===== config.mk =====
export PLATFORM = sky130hd
export DESIGN_NAME = rr_stream_arbiter_flat
export DESIGN_NICKNAME = d
export VERILOG_FILES = /design/src/rtl/rr_stream_arbiter_pkg.sv /design/src/rtl/rr_stream_arbiter_if.sv /design/src/rtl/rr_stream_arbiter_pick.sv /design/src/rtl/rr_stream_arbiter.sv /design/src/flat_wrapper.sv
export SDC_FILE = /design/constraint.sdc
export NUM_CORES = 1
export LEC_CHECK = 0
export BUFFER_PORTS_ARGS = -buffer_cell sky130_fd_sc_hd__buf_2
export CAP_MARGIN = 20
export CORE_UTILIZATION = 41
export CTS_CLUSTER_DIAMETER = 60
export DETAILED_ROUTE_END_ITERATION = 16
export PLACE_DENSITY_LB_ADDON = 0.05
export SLEW_MARGIN = 20
export SYNTH_ARGS = -nofsm -noshare
export SYNTH_HDL_FRONTEND = slang
export SYNTH_HIERARCHICAL = 1
export SYNTH_SLANG_ARGS = --single-unit

===== constraint.sdc =====
create_clock -name clk -period 2.2 [get_ports clk]
set_input_delay 0.11 -clock clk [delete_from_list [all_inputs] [get_ports clk]]
set_output_delay 0.11 -clock clk [all_outputs]
set_load 0.02 [all_outputs]

===== src/rtl/rr_stream_arbiter_pkg.sv =====
// Shared definitions for the round-robin stream arbiter: size defaults,
// ID width helper and the packet-lock state type.
// No ports; imported by rr_pick, rr_stream_arbiter_if and rr_stream_arbiter.
package rr_stream_arbiter_pkg;

  localparam int NUM_REQ_DEF    = 4;
  localparam int DATA_WIDTH_DEF = 8;

  typedef enum logic {
    UNLOCKED = 1'b0,
    LOCKED   = 1'b1
  } lock_state_t;

  // A single requester still needs a 1-bit ID field.
  function automatic int id_width(input int n);
    int w;
    w = $clog2(n);
    return (w < 1) ? 1 : w;
  endfunction

endpackage


===== src/rtl/rr_stream_arbiter_if.sv =====
// Bundle of requester-side and downstream-side handshake signals.
// Ports: req_valid/req_ready/req_data (N streams), out_valid/out_ready/out_data/out_id.
// Optional req_last (packet-end marker) exists only with RR_STREAM_ARBITER_LOCK_EN.
interface rr_stream_arbiter_if
  import rr_stream_arbiter_pkg::*;
#(
  parameter int NUM_REQ    = NUM_REQ_DEF,
  parameter int DATA_WIDTH = DATA_WIDTH_DEF,
  parameter int ID_WIDTH   = id_width(NUM_REQ)
);

  logic [NUM_REQ-1:0]            req_valid;
  logic [NUM_REQ-1:0]            req_ready;
  logic [NUM_REQ*DATA_WIDTH-1:0] req_data;
`ifdef RR_STREAM_ARBITER_LOCK_EN
  logic [NUM_REQ-1:0]            req_last;
`endif
  logic                          out_valid;
  logic                          out_ready;
  logic [DATA_WIDTH-1:0]         out_data;
  logic [ID_WIDTH-1:0]           out_id;

`ifdef RR_STREAM_ARBITER_LOCK_EN
  // Arbiter view.
  modport slave (
    input  req_valid, req_data, req_last, out_ready,
    output req_ready, out_valid, out_data, out_id
  );
  // Environment view (requesters plus downstream consumer).
  modport master (
    output req_valid, req_data, req_last, out_ready,
    input  req_ready, out_valid, out_data, out_id
  );
`else
  modport slave (
    input  req_valid, req_data, out_ready,
    output req_ready, out_valid, out_data, out_id
  );
  modport master (
    output req_valid, req_data, out_ready,
    input  req_ready, out_valid, out_data, out_id
  );
`endif

endinterface


===== src/rtl/rr_stream_arbiter_pick.sv =====
// Combinational round-robin priority search starting at rr_ptr.
// Latency: 0 cycles. Backpressure: none, pure function of req and rr_ptr.
// Ports: req (valid vector), rr_ptr (search start) -> grant (one-hot), idx, any_valid.
module rr_pick
  import rr_stream_arbiter_pkg::*;
#(
  parameter int NUM_REQ  = NUM_REQ_DEF,
  parameter int ID_WIDTH = id_width(NUM_REQ)
) (
  input  logic [NUM_REQ-1:0]  req,
  input  logic [ID_WIDTH-1:0] rr_ptr,
  output logic [NUM_REQ-1:0]  grant,
  output logic [ID_WIDTH-1:0] idx,
  output logic                any_valid
);

  logic [2*NUM_REQ-1:0] dbl;
  logic [2*NUM_REQ-1:0] rot;
  logic [NUM_REQ-1:0]   rot_req;
  logic [ID_WIDTH-1:0]  offset;
  logic [ID_WIDTH:0]    sum;

  always_comb begin
    // Doubling the vector turns the wrap-around into a plain right shift:
    // bit k of rot_req is requester (rr_ptr + k) mod NUM_REQ.
    dbl       = {req, req};
    rot       = dbl >> rr_ptr;
    rot_req   = rot[NUM_REQ-1:0];
    any_valid = 1'b0;
    offset    = '0;
    for (int k = 0; k < NUM_REQ; k++) begin
      if (!any_valid && rot_req[k]) begin
        any_valid = 1'b1;
        offset    = ID_WIDTH'(k);
      end
    end
    sum = {1'b0, rr_ptr} + {1'b0, offset};
    if (sum >= (ID_WIDTH+1)'(NUM_REQ)) begin
      sum = sum - (ID_WIDTH+1)'(NUM_REQ);
    end
    idx   = any_valid ? sum[ID_WIDTH-1:0] : '0;
    grant = any_valid ? (NUM_REQ'(1) << idx) : '0;
  end

endmodule


===== src/rtl/rr_stream_arbiter.sv =====
// N-to-1 round-robin arbiter feeding one registered valid/ready output stage.
// Latency: 1 cycle from requester handshake to out_valid; full throughput.
// Backpressure: req_ready is all-zero while the stage is full and out_ready=0.
// Ports: clk, rst (sync, active-high), bus (rr_stream_arbiter_if.slave).
// Optional RR_STREAM_ARBITER_LOCK_EN: req_last holds the grant on one
// requester until its packet-end beat.
module rr_stream_arbiter
  import rr_stream_arbiter_pkg::*;
#(
  parameter int NUM_REQ    = NUM_REQ_DEF,
  parameter int DATA_WIDTH = DATA_WIDTH_DEF
) (
  input  logic                 clk,
  input  logic                 rst,
  rr_stream_arbiter_if.slave   bus
);

  localparam int ID_WIDTH = id_width(NUM_REQ);

  logic [ID_WIDTH-1:0]   rr_ptr;
  logic [ID_WIDTH-1:0]   win_idx;
  logic [ID_WIDTH-1:0]   next_ptr;
  logic [NUM_REQ-1:0]    pick_req;
  logic [NUM_REQ-1:0]    grant;
  logic                  any_valid;
  logic                  can_accept;
  logic                  handshake;
  logic                  out_valid_q;
  logic [DATA_WIDTH-1:0] out_data_q;
  logic [ID_WIDTH-1:0]   out_id_q;

`ifdef RR_STREAM_ARBITER_LOCK_EN
  lock_state_t           lock_state;
  logic [ID_WIDTH-1:0]   lock_id;

  // While locked, only the owning requester is visible to the search, so the
  // grant stays put even if that requester is momentarily idle.
  always_comb begin
    pick_req = bus.req_valid;
    if (lock_state == LOCKED) begin
      pick_req = bus.req_valid & (NUM_REQ'(1) << lock_id);
    end
  end
`else
  assign pick_req = bus.req_valid;
`endif

  rr_pick #(
    .NUM_REQ  (NUM_REQ),
    .ID_WIDTH (ID_WIDTH)
  ) u_pick (
    .req       (pick_req),
    .rr_ptr    (rr_ptr),
    .grant     (grant),
    .idx       (win_idx),
    .any_valid (any_valid)
  );

  assign can_accept    = ~out_valid_q | bus.out_ready;
  assign bus.req_ready = (rst || !can_accept) ? '0 : grant;
  assign handshake     = any_valid & can_accept & ~rst;
  assign next_ptr      = (win_idx == ID_WIDTH'(NUM_REQ - 1)) ? '0 : win_idx + ID_WIDTH'(1);

  always_ff @(posedge clk) begin
    if (rst) begin
      out_valid_q <= 1'b0;
      out_data_q  <= '0;
      out_id_q    <= '0;
      rr_ptr      <= '0;
`ifdef RR_STREAM_ARBITER_LOCK_EN
      lock_state  <= UNLOCKED;
      lock_id     <= '0;
`endif
    end else if (handshake) begin
      // A new beat overwrites a draining one, so back-to-back has no bubble.
      out_valid_q <= 1'b1;
      out_data_q  <= bus.req_data[int'(win_idx)*DATA_WIDTH +: DATA_WIDTH];
      out_id_q    <= win_idx;
`ifdef RR_STREAM_ARBITER_LOCK_EN
      if (bus.req_last[win_idx]) begin
        lock_state <= UNLOCKED;
        rr_ptr     <= next_ptr;
      end else begin
        lock_state <= LOCKED;
        lock_id    <= win_idx;
      end
`else
      rr_ptr      <= next_ptr;
`endif
    end else if (bus.out_ready) begin
      out_valid_q <= 1'b0;
    end
  end

  assign bus.out_valid = out_valid_q;
  assign bus.out_data  = out_data_q;
  assign bus.out_id    = out_id_q;

endmodule


===== src/flat_wrapper.sv =====
// flat-port wrapper written by rule: the top's interface ports become plain ports
module rr_stream_arbiter_flat import rr_stream_arbiter_pkg::*;
#(
  parameter int NUM_REQ    = NUM_REQ_DEF,
  parameter int DATA_WIDTH = DATA_WIDTH_DEF
)
  (clk, rst, bus_req_valid, bus_req_data, bus_out_ready, bus_req_ready, bus_out_valid, bus_out_data, bus_out_id);
  rr_stream_arbiter_if #(.NUM_REQ(NUM_REQ), .DATA_WIDTH(DATA_WIDTH)) bus_i ();
  input  logic clk;
  input  logic rst;
  input wire logic [$bits(bus_i.req_valid)-1:0] bus_req_valid;
  input wire logic [$bits(bus_i.req_data)-1:0] bus_req_data;
  input wire logic [$bits(bus_i.out_ready)-1:0] bus_out_ready;
  output wire logic [$bits(bus_i.req_ready)-1:0] bus_req_ready;
  output wire logic [$bits(bus_i.out_valid)-1:0] bus_out_valid;
  output wire logic [$bits(bus_i.out_data)-1:0] bus_out_data;
  output wire logic [$bits(bus_i.out_id)-1:0] bus_out_id;
  assign bus_i.req_valid = bus_req_valid;
  assign bus_i.req_data = bus_req_data;
  assign bus_i.out_ready = bus_out_ready;
  assign bus_req_ready = bus_i.req_ready;
  assign bus_out_valid = bus_i.out_valid;
  assign bus_out_data = bus_i.out_data;
  assign bus_out_id = bus_i.out_id;
  rr_stream_arbiter #(.NUM_REQ(NUM_REQ), .DATA_WIDTH(DATA_WIDTH)) u_core (.clk(clk), .rst(rst), .bus(bus_i));
endmodule

==> out/results.ini <==
[yosys]
synth_edf_count=0
seq_area_frac_synth=0.245
syn_nets=159
yosys-top-cells-area=dfxtp_1 (24%), mux4_2 (17%), o211ai_1 (9.2%), nand4_1 (5.3%), nand2_1 (4.6%)
synth_area_mm2=0.00106
yosysWarnings=6
ys_seq_elements=13
synth_common_cells=dfxtp_1 (13), nand2_1 (13), o211ai_1 (13), nand4_1 (9), mux4_2 (8)
ys_types=35
synthCells=118
synth_top_area_share=0.245
synth_top_cell_by_area=dfxtp_1
synth_flop_cell=dfxtp_1
async_flop_share=0
postSynthAreaPerCell_um2=9.00

[die]
ioPinCount=54
die_h_um=52.9
die-area_mm2=0.00280
start_util=0.433
core_mm2=0.00245
die_w_um=52.9
rows=18

[layout]
nets=225
drive_above_1_share=0.563
area_growth_pct=51.8
n_antenna_cell=0

[routing]
remaining_drc_errors=0
wl_mm=3.10
drt_iter0_drc=25
num_vias=1179
wire_per_inst_um=14.5
ant_nets=0
drt_first_pass_iters=13
via_per_inst=5.54

[clocking]
numCtsBuffers=3
cts_tree=yes
holdBufCountCts=0
ctsRootBufferMaster=clkbuf_4
clkTransAtPathRegs_ns=0.08
max-clock-path-buffers=2
h-tree-depth=1
clock_sinks=13
insertion_delay_ns=0.28

[critical_path]
worstPathMaxFanout=6
r2r_end=u_core/bus.out_data[2]$_SDFFE_PP0P_
cp_slowest_cell=dfxtp_4
worst-path-buf-inv=2
startpoint_type=register
rr_worst_depth=11
critPathMaxStageDelay_ns=0.42
worstPathArrival_ns=2.33
worstPathRequired_ns=2.09
crit_path_start=u_core/rr_ptr[0]$_SDFFE_PP0P_
rr_startpoint=u_core/rr_ptr[0]$_SDFFE_PP0P_
crit_path_end_kind=output port
reg2reg_slack_ns=-0.12
path_cells=nor3_4 -> a31oi_1 -> o211ai_1 -> ha_2 -> xnor2_2 -> buf_4 -> or3_4 -> mux2i_1 -> and3_1 -> buf_6
path_class=reg -> out
crit_family=simple AND/OR/NAND/NOR gates

[run_status]
failed_checks=setup timing
outcome=finished, violations left

[timing]
drv_slew=0
worst_slack_ns=-0.237
skew_ns=0.00298
rsz0062_at_grt=yes
period_share=1.11
hold_viol=0
tns_ns=-1.52
slew-limit-headroom=0.551
clock.fmax_mhz=410
setup_viol=13
whs_ns=0.0264
min_period_ns=2.44
tightest_slew_ns=0.673

[min_path]
hold_class=in -> reg
holdPathEnd=u_core/rr_ptr[0]$_SDFFE_PP0P_
min_path_cells=2
hold_path_startpoint=rst

[placement]
io_buffer_count=53
dp_hpwl_mm=2.21
pre_cts_ws_ns=-0.128
globalplace.congestion=0.729

[grt]
grt_antenna_before_repair=0
grt_pass1_wl_mm=4.49
grt_pass1_vias=1039
grt_max_degree=26
overflow=0
grtUsageTotal=0.215

[power]
max-vdd-ir-drop_mv=0.598
power_leakage_uw=0.000767
power.density_mw_per_mm2=984

[flow_run]
cap_viol_max_count=0

[registers in the layout (all words and copies together) (netlist names)]
register and flops:
u_core/bus.out_data 8, u_core/bus.out_id 2, u_core/rr_ptr 2, u_core/bus.out_valid 1
[worst max-delay path by stage]
stage	to	depth (start not counted)	slack (ns)
final	bus_req_ready[0]	10	-0.24
after global routing	bus_req_ready[0]	10	-0.35
after CTS	bus_req_ready[0]	10	-0.16
after detailed placement	u_core/bus.out_data[2]$_SDFFE_PP0P_	9	-0.13
after global placement	u_core/bus.out_data[1]$_SDFFE_PP0P_	9	-0.08
after floorplan	u_core/bus.out_data[0]$_SDFFE_PP0P_	10	0.007
[cell families (layout without fill, tap and decap cells)]
group                    after synthesis  count (layout)  share of synthesized area
AND/OR/NAND/NOR                       45              45                      0.231
AO/OA/AOI/OAI                         26              26                      0.183
buffers and inverters                 18              82                     0.0883
multiplexers                          13              14                      0.221
flip-flops                            13              13                      0.245
adder cells (fa/ha/maj)                2               2                     0.0236
XOR/XNOR                               1               1                    0.00825
[layer usage]
metal,vias to the layer above,part of all wire,GRT usage
met5,-,0,0
met4,0,0.0042,0.0263
met3,2,0.046,0.0374
met2,44,0.47,0.342
met1,554,0.47,0.310
li1,579,-,-
[what timing repair did]
action                     CTS  global route
pin swaps                    6            14
resized for setup           15            18
setup endpoints to repair   13            14
buffers inserted             3             2
gates cloned                 0             1
[area by class of cell]
cell class              instances  area, µm²
repair buffers                 71        445
inverters                       7       26.3
clock buffers                   4       26.3
fillers                       203        842
multi-input cells              88        813
flip-flops and latches         13        264
well taps                      30       37.5
[power by group]
part / switching (µW) / leakage [µW] / internal (µW) / total [µW]
sequential: 54.7 / 0.000108 / 310 / 365
clock: 80.4 / 0.0000150 / 70.4 / 151
combinational: 498 / 0.000644 / 574 / 1070
[per-stage QoR]
step	power (µW)	std cells	util	cell area (µm²)
5_1_grt	1700	213	0.657	1610
3_3_place_gp	1220	203	0.578	1420
6_report	1590	213	0.657	1610
2_1_floorplan	993	118	-	1080
4_1_cts	1470	210	0.622	1530
3_5_place_dp	1240	203	0.578	1420
[placed cells by master (no fill, tap or decap), types with 3 or more instances in the layout]
cell and n:
mux4_2 8, buf_2 49, nand4_1 9, buf_4 15, o211ai_1 13, buf_6 6, dfxtp_1 12, and3_1 4
inv_1 5, nand2_1 12, clkbuf_4 3, mux2i_1 4
Note: power is estimated with default switching activity, not from simulation.
